### src/rtl/lcd_spi_sequencer.sv
// Command-queue sequencer feeding a byte-level SPI controller for an LCD.
// Queues SEND / DELAY / SETRST commands and issues them one at a time.
module lcd_spi_sequencer #(
    parameter int FIFO_DEPTH = 16,
    parameter int DELAY_UNIT = 1000,
    parameter int TIMEOUT    = 4096
) (
    input  logic                              clk,
    input  logic                              reset,
    input  logic                              cmd_valid,
    output logic                              cmd_ready,
    input  logic [1:0]                        cmd_kind,
    input  logic                              cmd_dc,
    input  logic [7:0]                        cmd_data,
    input  logic                              flush,
    input  logic                              err_clear,
    output logic                              spi_start,
    output logic [7:0]                        spi_data,
    output logic                              spi_dc,
    input  logic                              spi_busy,
    input  logic                              spi_done,
    output logic                              lcd_rst_n,
    output logic [$clog2(FIFO_DEPTH):0]       fifo_level,
    output logic                              seq_idle,
    output logic                              err_timeout
);

    localparam int AW = $clog2(FIFO_DEPTH);
    localparam int LW = AW + 1;
    localparam int DW = $clog2(255 * DELAY_UNIT + 1);
    localparam int TW = $clog2(TIMEOUT + 1);

    localparam logic [DW-1:0] DU_L    = DW'(DELAY_UNIT);
    localparam logic [TW-1:0] TO_LAST = TW'(TIMEOUT - 1);
    localparam logic [LW-1:0] DEPTH_L = LW'(FIFO_DEPTH);

    localparam logic [1:0] K_SEND   = 2'b00;
    localparam logic [1:0] K_DELAY  = 2'b01;
    localparam logic [1:0] K_SETRST = 2'b10;

    typedef enum logic [1:0] {
        S_IDLE,
        S_ISSUE,
        S_WAIT_DONE,
        S_DELAY
    } state_t;

    state_t state, state_next;

    logic [10:0]   mem [FIFO_DEPTH];
    logic [AW-1:0] wr_ptr, rd_ptr;
    logic [LW-1:0] level, level_next;
    logic          full, empty, push, pop;

    logic [10:0]   head;
    logic [1:0]    head_kind;
    logic          head_dc;
    logic [7:0]    head_data;

    logic [DW-1:0] delay_cnt;
    logic [TW-1:0] to_cnt;
    logic          latch_send, load_delay, set_rst, set_err;

    // spi_busy is informational only; the done pulse alone ends a transfer.
    logic unused_busy;
    assign unused_busy = spi_busy;

    // A command transfers on any cycle with cmd_valid && cmd_ready; cmd_ready
    // never looks at cmd_valid and is low whenever full or flushing.
    assign full      = (level == DEPTH_L);
    assign empty     = (level == '0);
    assign cmd_ready = !full && !flush;
    assign push      = cmd_valid && cmd_ready;

    assign head      = mem[rd_ptr];
    assign head_kind = head[10:9];
    assign head_dc   = head[8];
    assign head_data = head[7:0];

    assign fifo_level = level;
    assign spi_start  = (state == S_ISSUE);

    always_ff @(posedge clk) begin
        if (push) begin
            mem[wr_ptr] <= {cmd_kind, cmd_dc, cmd_data};
        end
    end

    always_ff @(posedge clk) begin
        if (reset) begin
            wr_ptr <= '0;
            rd_ptr <= '0;
            level  <= '0;
        end else begin
            level <= level_next;
            if (flush) begin
                rd_ptr <= wr_ptr;
            end else begin
                if (push) wr_ptr <= wr_ptr + AW'(1);
                if (pop)  rd_ptr <= rd_ptr + AW'(1);
            end
        end
    end

    always_comb begin
        state_next = state;
        pop        = 1'b0;
        latch_send = 1'b0;
        load_delay = 1'b0;
        set_rst    = 1'b0;
        set_err    = 1'b0;
        case (state)
            S_IDLE: begin
                if (!empty && !flush) begin
                    pop = 1'b1;
                    case (head_kind)
                        K_SEND: begin
                            latch_send = 1'b1;
                            state_next = S_ISSUE;
                        end
                        K_DELAY: begin
                            if (head_data != 8'd0) begin
                                load_delay = 1'b1;
                                state_next = S_DELAY;
                            end
                        end
                        K_SETRST: set_rst = 1'b1;
                        default: ;
                    endcase
                end
            end
            S_ISSUE: state_next = S_WAIT_DONE;
            S_WAIT_DONE: begin
                if (spi_done) begin
                    state_next = S_IDLE;
                end else if (to_cnt == TO_LAST) begin
                    set_err    = 1'b1;
                    state_next = S_IDLE;
                end
            end
            S_DELAY: begin
                if (flush || delay_cnt == DW'(1)) state_next = S_IDLE;
            end
            default: state_next = S_IDLE;
        endcase

        if (flush) begin
            level_next = '0;
        end else begin
            level_next = level + LW'(push) - LW'(pop);
        end
    end

    always_ff @(posedge clk) begin
        if (reset) begin
            state       <= S_IDLE;
            spi_data    <= 8'd0;
            spi_dc      <= 1'b0;
            lcd_rst_n   <= 1'b0;
            err_timeout <= 1'b0;
            delay_cnt   <= '0;
            to_cnt      <= '0;
            seq_idle    <= 1'b1;
        end else begin
            state <= state_next;
            if (latch_send) begin
                spi_data <= head_data;
                spi_dc   <= head_dc;
            end
            if (set_rst) lcd_rst_n <= head_data[0];
            // Full-width product: the DELAY state lasts exactly count*DELAY_UNIT cycles.
            if (load_delay) begin
                delay_cnt <= DW'(head_data) * DU_L;
            end else if (state == S_DELAY) begin
                delay_cnt <= delay_cnt - DW'(1);
            end
            if (state == S_ISSUE) begin
                to_cnt <= '0;
            end else if (state == S_WAIT_DONE) begin
                to_cnt <= to_cnt + TW'(1);
            end
            if (set_err) begin
                err_timeout <= 1'b1;
            end else if (err_clear) begin
                err_timeout <= 1'b0;
            end
            seq_idle <= (state_next == S_IDLE) && (level_next == '0);
        end
    end

endmodule
### config.mk
export PLATFORM = sky130hd
export DESIGN_NAME = lcd_spi_sequencer
export DESIGN_NICKNAME = d
export VERILOG_FILES = /design/src/rtl/lcd_spi_sequencer.sv
export SDC_FILE = /design/constraint.sdc
export NUM_CORES = 1
export LEC_CHECK = 0
export ABC_CLOCK_PERIOD_IN_PS = 8850
export CAP_MARGIN = 30
export CORE_MARGIN = 2
export CORE_UTILIZATION = 33
export DETAILED_ROUTE_END_ITERATION = 16
export GPL_ROUTABILITY_DRIVEN = 0
export SYNTH_ARGS = -nofsm -noshare
export SYNTH_HDL_FRONTEND = slang
export SYNTH_SLANG_ARGS = --single-unit
### constraint.sdc
create_clock -name clk -period 8.85 [get_ports clk]
set_input_delay 2.655 -clock clk [delete_from_list [all_inputs] [get_ports clk]]
set_output_delay 2.655 -clock clk [all_outputs]
set_load 0.05 [all_outputs]
### Yosys cells after proc, flatten, opt, wreduce, memory -nomap -nowiden

Memory sizes are Yosys's and may differ from the RTL's. A register that Yosys moved wholly into a read port is not among the register bits.
Index checks and enable logic that the tools add are counted.

| operators by class | value |
|---|---|
| bitwise gates (word level) | 1 |
| equality and inequality tests | 8 |
| $add $sub $neg | 6 |
| multipliers | 1 |
| reduce and logical (&&, ||, !) cells | 20 |
| muxes and demuxes | 33 |

Operator list:

| cell | number |
|---|---|
| 18-bit two-way mux | 2 |
| 1-bit two-way mux | 19 |
| 18-bit by 1-bit equality test with 1-bit output, second input constant | 1 |
| 18-bit by 1-bit subtractor with 18-bit output, second input constant | 1 |
| 4-bit two-way mux | 4 |
| 8-bit by 7-bit multiplier with 15-bit output, second input constant | 1 |
| 13-bit by 1-bit adder with 13-bit output, second input constant | 1 |
| 13-bit by 12-bit equality test with 1-bit output, second input constant | 1 |
| 5-bit logical NOT | 2 |
| 2-bit two-way mux | 5 |
| 4-bit by 1-bit adder with 4-bit output, second input constant | 2 |
| 2-bit one-hot mux with 4 select lines | 1 |
| 8-bit nonzero test | 1 |
| 2-bit equality test, second input constant | 3 |
| 2-bit logical NOT | 3 |
| 2-bit nonzero test | 3 |
| 5-bit by 1-bit adder with 5-bit output | 1 |
| 5-bit equality test, second input constant | 1 |
| 5-bit two-way mux | 1 |
| 5-bit by 1-bit subtractor with 5-bit output | 1 |
| 2-bit by 1-bit equality test with 1-bit output, second input constant | 2 |
| 1-bit logical AND | 4 |
| 2-bit one-hot mux with 2 select lines | 1 |
| 2-bit OR reduction | 2 |
| 4 further kinds | 6 |

| storage, ports and cells | value |
|---|---|
| memories | 1 |
| register bits after elaboration | 58 |
| input port bits | 18 |
| memory bits (writable) | 176 |
| output and inout port bits | 19 |

Memory list:

| memory | depth | width | rd ports | clocked after Yosys merged registers in | wr ports | line | source |
|---|---|---|---|---|---|---|---|
| mem | 16 | 11 | 1 | 1 | 1 | 50 | `logic [10:0] mem [FIFO_DEPTH];` |

### Depth between registers and ports, before layout

Gate-level depths: netlist of the first run.

| depth | value |
|---|---|
| depth after elaboration | 9 |
| mapped depth | 19 |
| gate-level depth less buffers | 16 |

### Least setup slack after synthesis of the first run

OpenSTA, ideal clock, no wires.

| timing path | value |
|---|---|
| path kind | input-to-output |
| start point | input port flush |
| end point | output port cmd_ready |
| slack | 2.758 ns |
| path buffers | 0 |
| cell stages on the path | 1 |
| arrival time | 3.437 ns |
| cells stage by stage | a21oi_1 |

| between the ends | value |
|---|---|
| word-level cells in the longest chain between the ends | 2 |

RTL lines:

| item | line | source |
|---|---|---|
| from (decl) | 15 | `input logic flush,` |
| 1-bit logical NOT | 72 | `assign cmd_ready = !full && !flush;` |
| 1-bit logical AND | 72 |  |
| to (decl) | 11 | `output logic cmd_ready,` |

Every way passes these cells.

### Worst setup path after layout of the first run

Same ends and word-level chain as after synthesis.

==> results.toml, run 1 <==
[status]
status = "complete, no violations"

[clock_network]
clk_pin_slew_worst_paths_ps = 60
clock_path_buffers = 3
cts.sinks = 238
cts_tree = "built"
cts.htree.levels = 1
ctsResizeCount = 0
clock_latency_ps = 540
post_cts_buffers = 0
hold_buffers = 0
cts_root_buf = "clkbuf_16"
cts_buffers = 25

[placement]
place_area_um2 = 12100
post-dp-hpwl_um = 14700
io_buffers = 35

[synthesis]
syn_inst = 747
synth.avg_cell_area_um2 = 15.0
synth_ff_type = "edfxtp_1"
synth_area_um2 = 11200
seq_area_frac_synth_pct = 58.1
synth_area_leader_cell = "edfxtp_1"
synth-simple-area-share_pct = 7.63
synth_top_family_by_area = "multiplexers"
synth_warnings = 0
synth-async-reset-ratio_pct = 0
synth_top_cell_area_share_pct = 47.1
synth_xor_area_share_pct = 3.43
ys_ff_latch = 238
muxShareOfSynthArea_pct = 12.2
synth_area_leaders = "edfxtp_1 (47%), dfxtp_1 (11%), mux4_2 (8.0%)"
synth_compound_gate_area_share_pct = 4.67
synth_edf_count = 176
yosysUniqueCellTypes = 60
synth_fp_nets = 844
synthAdderAreaFrac_pct = 10.3

[power]
power_leakage_nw = 4.48
totalPowerFinal_mw = 3.95
powerDensity_nw_per_um2 = 308
ir_worst_vdd_mv = 0.213

[global_route]
overflow = 0
grt_pass1_vias = 6155
grt_max_degree = 46
grt_pass1_wl_um = 35700
antenna_found_initial = 1
grt.total_usage_pct = 12.9

[setup_path]
reg2reg_depth = 16
crit_path_end_kind = "output port"
crit_required_ps = 6200
crit_arrival_ps = 4310
start_kind = "input pin"
critical_path_class = "in -> out"
cp_max_fo = 16

[sta]
worst_pin_slew_ps = 918
max_freq_mhz = 144
finalHoldViolCount = 0
slew_headroom_pct = 38.7
fin_crit_ps = 6960
setup_tns_ps = 0
rsz0062_at_grt = "false"
setup_viol = 0
period_share_pct = 78.7
skew_ps = 12.9
drv_slew = 0

[floorplan]
die_x_um = 188
io_pins = 37
dieArea_um2 = 35500
start_util_pct = 33.5
fp-row-count = 67
dieHeight_um = 188
core_area_um2 = 33500

[run]
drv_cap = 0

[route]
drc = 0
wl_per_cell_um = 17.7
via_count = 6064
first_iter_violations = 389
via_per_inst = 4.78
routed_wl_um = 22500
ant_nets = 0
first_pass_iters = 5

[finish]
num_antenna_cells = 0
layout_common_cells = "edfxtp_1 (176), nor2_1 (65), dfxtp_1 (60)"
layout.nets = 901
area.growth.synth_to_final_pct = 14.3
design_area_um2 = 12800
drive_gt1_share_pct = 15.2
layout_commonest_cell = "edfxtp_1"

[hold_path]
hold_class = "reg -> reg"
hold_depth = 2
-- routing by layer --
layer  wire length [um]  global-route usage [%]  vias to the layer above  share of wire, %
li1                   -                       -                     2912                 -
met1              10300                    17.7                     3019                46
met2              10600                    21.2                      102                47
met3               1140                    2.35                       31               5.1
met4                438                    3.13                        0               2.0
met5                  0                       0                        -                 0
-- path summary, 6_finish.rpt --
check / start / slack (ps) / to
min reg2reg: err_timeout$_SDFFE_PP0P_ / 470 / err_timeout$_SDFFE_PP0P_
min: err_timeout$_SDFFE_PP0P_ / 470 / err_timeout$_SDFFE_PP0P_
max reg2reg: register / 2880 / delay_cnt[17]$_SDFFE_PP0P_
max: flush / 1890 / cmd_ready
-- state kept, by name, summed over array words and instances (netlist names), 2 cells and up, named ones only --
register,flops
spi_data,8
fifo_level,5
rd_ptr,4
delay_cnt,18
mem,176
state,2
to_cnt,13
wr_ptr,4
-- critical path: stages --
cell and delay, ps:
clkdlybuf4s50_1 400, buf_4 200, a21oi_1 200, clkdlybuf4s50_1 840
-- Yosys cell counts, types with 6 or more instances --
cell type	n
and3_1	6
nand4_1	6
buf_6	6
mux4_1	13
nor2_1	65
mux4_2	40
fa_1	22
inv_1	51
clkbuf_1	14
o21ai_0	6
ha_1	57
nor3_1	20
nand2_1	27
nand3_1	13
dfxtp_1	62
mux2i_1	13
a21oi_1	20
xnor2_1	25
edfxtp_1	176
xor2_1	19
a211oi_1	11
-- layout make-up --
type | count | area [um^2]
fill | 3167 | 20700
sequential | 238 | 6530
multi-input combinational | 431 | 4310
clock buffer | 28 | 637
tap | 448 | 561
timing repair buffer | 57 | 514
inverter | 51 | 191
clock inverter | 16 | 92.6
-- through the flow --
step	worst slack [ps]	instances	utilization (%)	hold slack, ps
finish	1890	1269	38.3	474
global route	1810	1269	38.3	500
CTS	1840	1269	38.3	483
detailed placement	1850	1225	36.1	472
global placement	1870	1224	36.1	462
floorplan	2760	747	-	456
-- cell families after synthesis --
| logic type | Yosys count |
|---|---|
| DFF | 238 |
| buffers and inverters | 78 |
| xor gates and xnor gates | 44 |
| muxes | 66 |
| AOI/OAI and AO/OA | 71 |
| adders and majority gates | 79 |
| and+or+nand+nor | 171 |
-- report_power, final --
| part | switching, mW | total [mW] | internal (mW) |
|---|---|---|---|
| Combinational | 0.965 | 1.72 | 0.759 |
| Sequential | 0.0379 | 1.28 | 1.24 |
| Clock | 0.431 | 0.949 | 0.518 |
| Total | 1.43 | 3.95 | 2.52 |
Note: power is estimated with default switching activity, not from simulation.
==> inputs of run 2 (changes only) <==
--- a/config.mk
+++ b/config.mk
@@ -5,7 +5,7 @@
 export SDC_FILE = /design/constraint.sdc
 export NUM_CORES = 1
 export LEC_CHECK = 0
-export ABC_CLOCK_PERIOD_IN_PS = 8850
+export ABC_CLOCK_PERIOD_IN_PS = 6000
 export CAP_MARGIN = 30
 export CORE_MARGIN = 2
 export CORE_UTILIZATION = 33
==> constraint.sdc (replaced) <==
create_clock -name clk -period 6 [get_ports clk]
set_input_delay 1.8 -clock clk [delete_from_list [all_inputs] [get_ports clk]]
set_output_delay 1.8 -clock clk [all_outputs]
set_load 0.05 [all_outputs]
==> results.toml, run 2 (synthesis gave the netlist of run 1 again) <==
[setup_path]
crit_buf_inv = 4
crit_required_ps = 6380
start_kind = "register"
cpMaxStageDelayCell = "fa_1"
cp_common_cell = "fa_1"
crit_arrival_ps = 5960
worstPathCellList = "buf_12 > buf_12 > mux4_2 > mux4_2 > inv_1 > fa_1 > fa_1 > fa_1 > fa_1 > inv_1 > ha_1 > o21ai_0 > a21oi_1 > nor3b_1 > a221oi_1 > xnor2_1 > a211oi_2"
critPathTopFamily = "adder cells"
critical_path_class = "reg -> reg"
crit_path_end_kind = "register"
critPathMaxStageDelay_ps = 550
cp_max_fo = 20

[finish]
num_antenna_cells = 0
regMostFlops = "mem"
design_area_um2 = 12900
n_fill_cell = 3173
layout.nets = 907
regArea_um2 = 6530
layout_common_cells = "edfxtp_1 (176), nor2_1 (65), dfxtp_1 (60)"
largest_register_ffs = 176
reg.largest.list = "mem (176), delay_cnt (18), to_cnt (13)"
area.growth.synth_to_final_pct = 15.3
drive_gt1_share_pct = 15.9
multi_input_area_um2 = 4310
layout_commonest_cell = "edfxtp_1"

[sta]
setup_tns_ps = 0
setup_slack_ps = 419
whs_ps = 472
setup_viol = 0
worst_pin_slew_ps = 853
rsz0062_at_grt = "false"
period_share_pct = 93.0
slew_headroom_pct = 43.1
finalHoldViolCount = 0
drv_slew = 0
fin_crit_ps = 5580
skew_ps = 10.6
max_freq_mhz = 179

[floorplan]
io_pins = 37
fp-row-count = 67
die_x_um = 188
dieArea_um2 = 35500
core_area_um2 = 33500
dieHeight_um = 188
start_util_pct = 33.5

[route]
via_per_inst = 4.78
wl_per_cell_um = 17.7
via_count = 6099
routed_wl_um = 22600
drc = 0
ant_nets = 0
first_pass_iters = 5
first_iter_violations = 318

[clock_network]
ctsResizeCount = 0
clk_pin_slew_worst_paths_ps = 60
post_cts_buffers = 0
cts_root_buf = "clkbuf_16"
cts_tree = "built"
hold_buffers = 0
clock_latency_ps = 530
clock_path_buffers = 3
cts.htree.levels = 1
cts.sinks = 238
cts_buffers = 24

[global_route]
grt_pass1_wl_um = 35600
grt.total_usage_pct = 12.9
overflow = 0
antenna_found_initial = 0
grt_pass1_vias = 6145
grt_max_degree = 38

[hold_path]
hold_class = "reg -> reg"

[power]
powerDensity_nw_per_um2 = 454
power_leakage_nw = 4.54
ir_worst_vdd_mv = 0.383

[placement]
place_area_um2 = 12200
place_ws_ps = 372
post-dp-hpwl_um = 14800
io_buffers = 35

[status]
status = "complete, no violations"

[run]
drv_cap = 0
## run 2: changes by cell type in the layout (fill, tap and decap cells not counted), sizes merged
| cell | change |
|---|---|
| inv | -2 |
| buf | +7 |
| clkinv | +4 |
| clkinvlp | -2 |
| bufinv | +1 |
| clkbuf | -1 |
## run 2: metrics by stage
stage / instances / utilization, % / power [mW]
2_1_floorplan: 747 / - / 3.96
3_3_place_gp: 1231 / 36.3 / 4.49
3_5_place_dp: 1232 / 36.4 / 4.50
4_1_cts: 1276 / 38.6 / 5.94
5_1_grt: 1276 / 38.6 / 6.37
6_report: 1276 / 38.6 / 5.87
## run 2: worst reg2reg max path, stage by stage (launching register included)
cell and delay, ps:
dfxtp_2 340, buf_12 200, buf_12 210, mux4_2 520
mux4_2 510, inv_1 210, fa_1 470, fa_1 550
fa_1 440, fa_1 520, inv_1 50, ha_1 340
o21ai_0 190, a21oi_1 130, nor3b_1 150, a221oi_1 290
xnor2_1 210, a211oi_2 100
## run 2: area by class of cell
type,count,area share [%]
clock buffers,27,4.72
multi-input cells,431,33.3
well taps,448,4.33
clock inverters,17,1.08
repair buffers,64,4.67
inverters,51,1.48
flip-flops and latches,238,50.4
## run 2: report_power, final
part           internal [mW]  switching, mW
combinational           1.14           1.45
clock                  0.784          0.621
sequential              1.83         0.0512
## run 2: final timing paths
kind / start / cells past startpoint / end / slack [ps]
min: err_timeout$_SDFFE_PP0P_ / 2 / err_timeout$_SDFFE_PP0P_ / 470
max: register / 17 / delay_cnt[17]$_SDFFE_PP0P_ / 420
min reg2reg: err_timeout$_SDFFE_PP0P_ / 2 / err_timeout$_SDFFE_PP0P_ / 470
max reg2reg: register / 17 / delay_cnt[17]$_SDFFE_PP0P_ / 420
## run 2: metal layers
metal	wire, um	GRT usage, %	vias to the layer above	share of wire [%]
met5	0	0	-	0
met3	1030	2.16	22	4.6
li1	-	-	2927	-
met4	346	2.37	0	1.5
met2	10900	21.8	100	48
met1	10300	17.6	3050	46
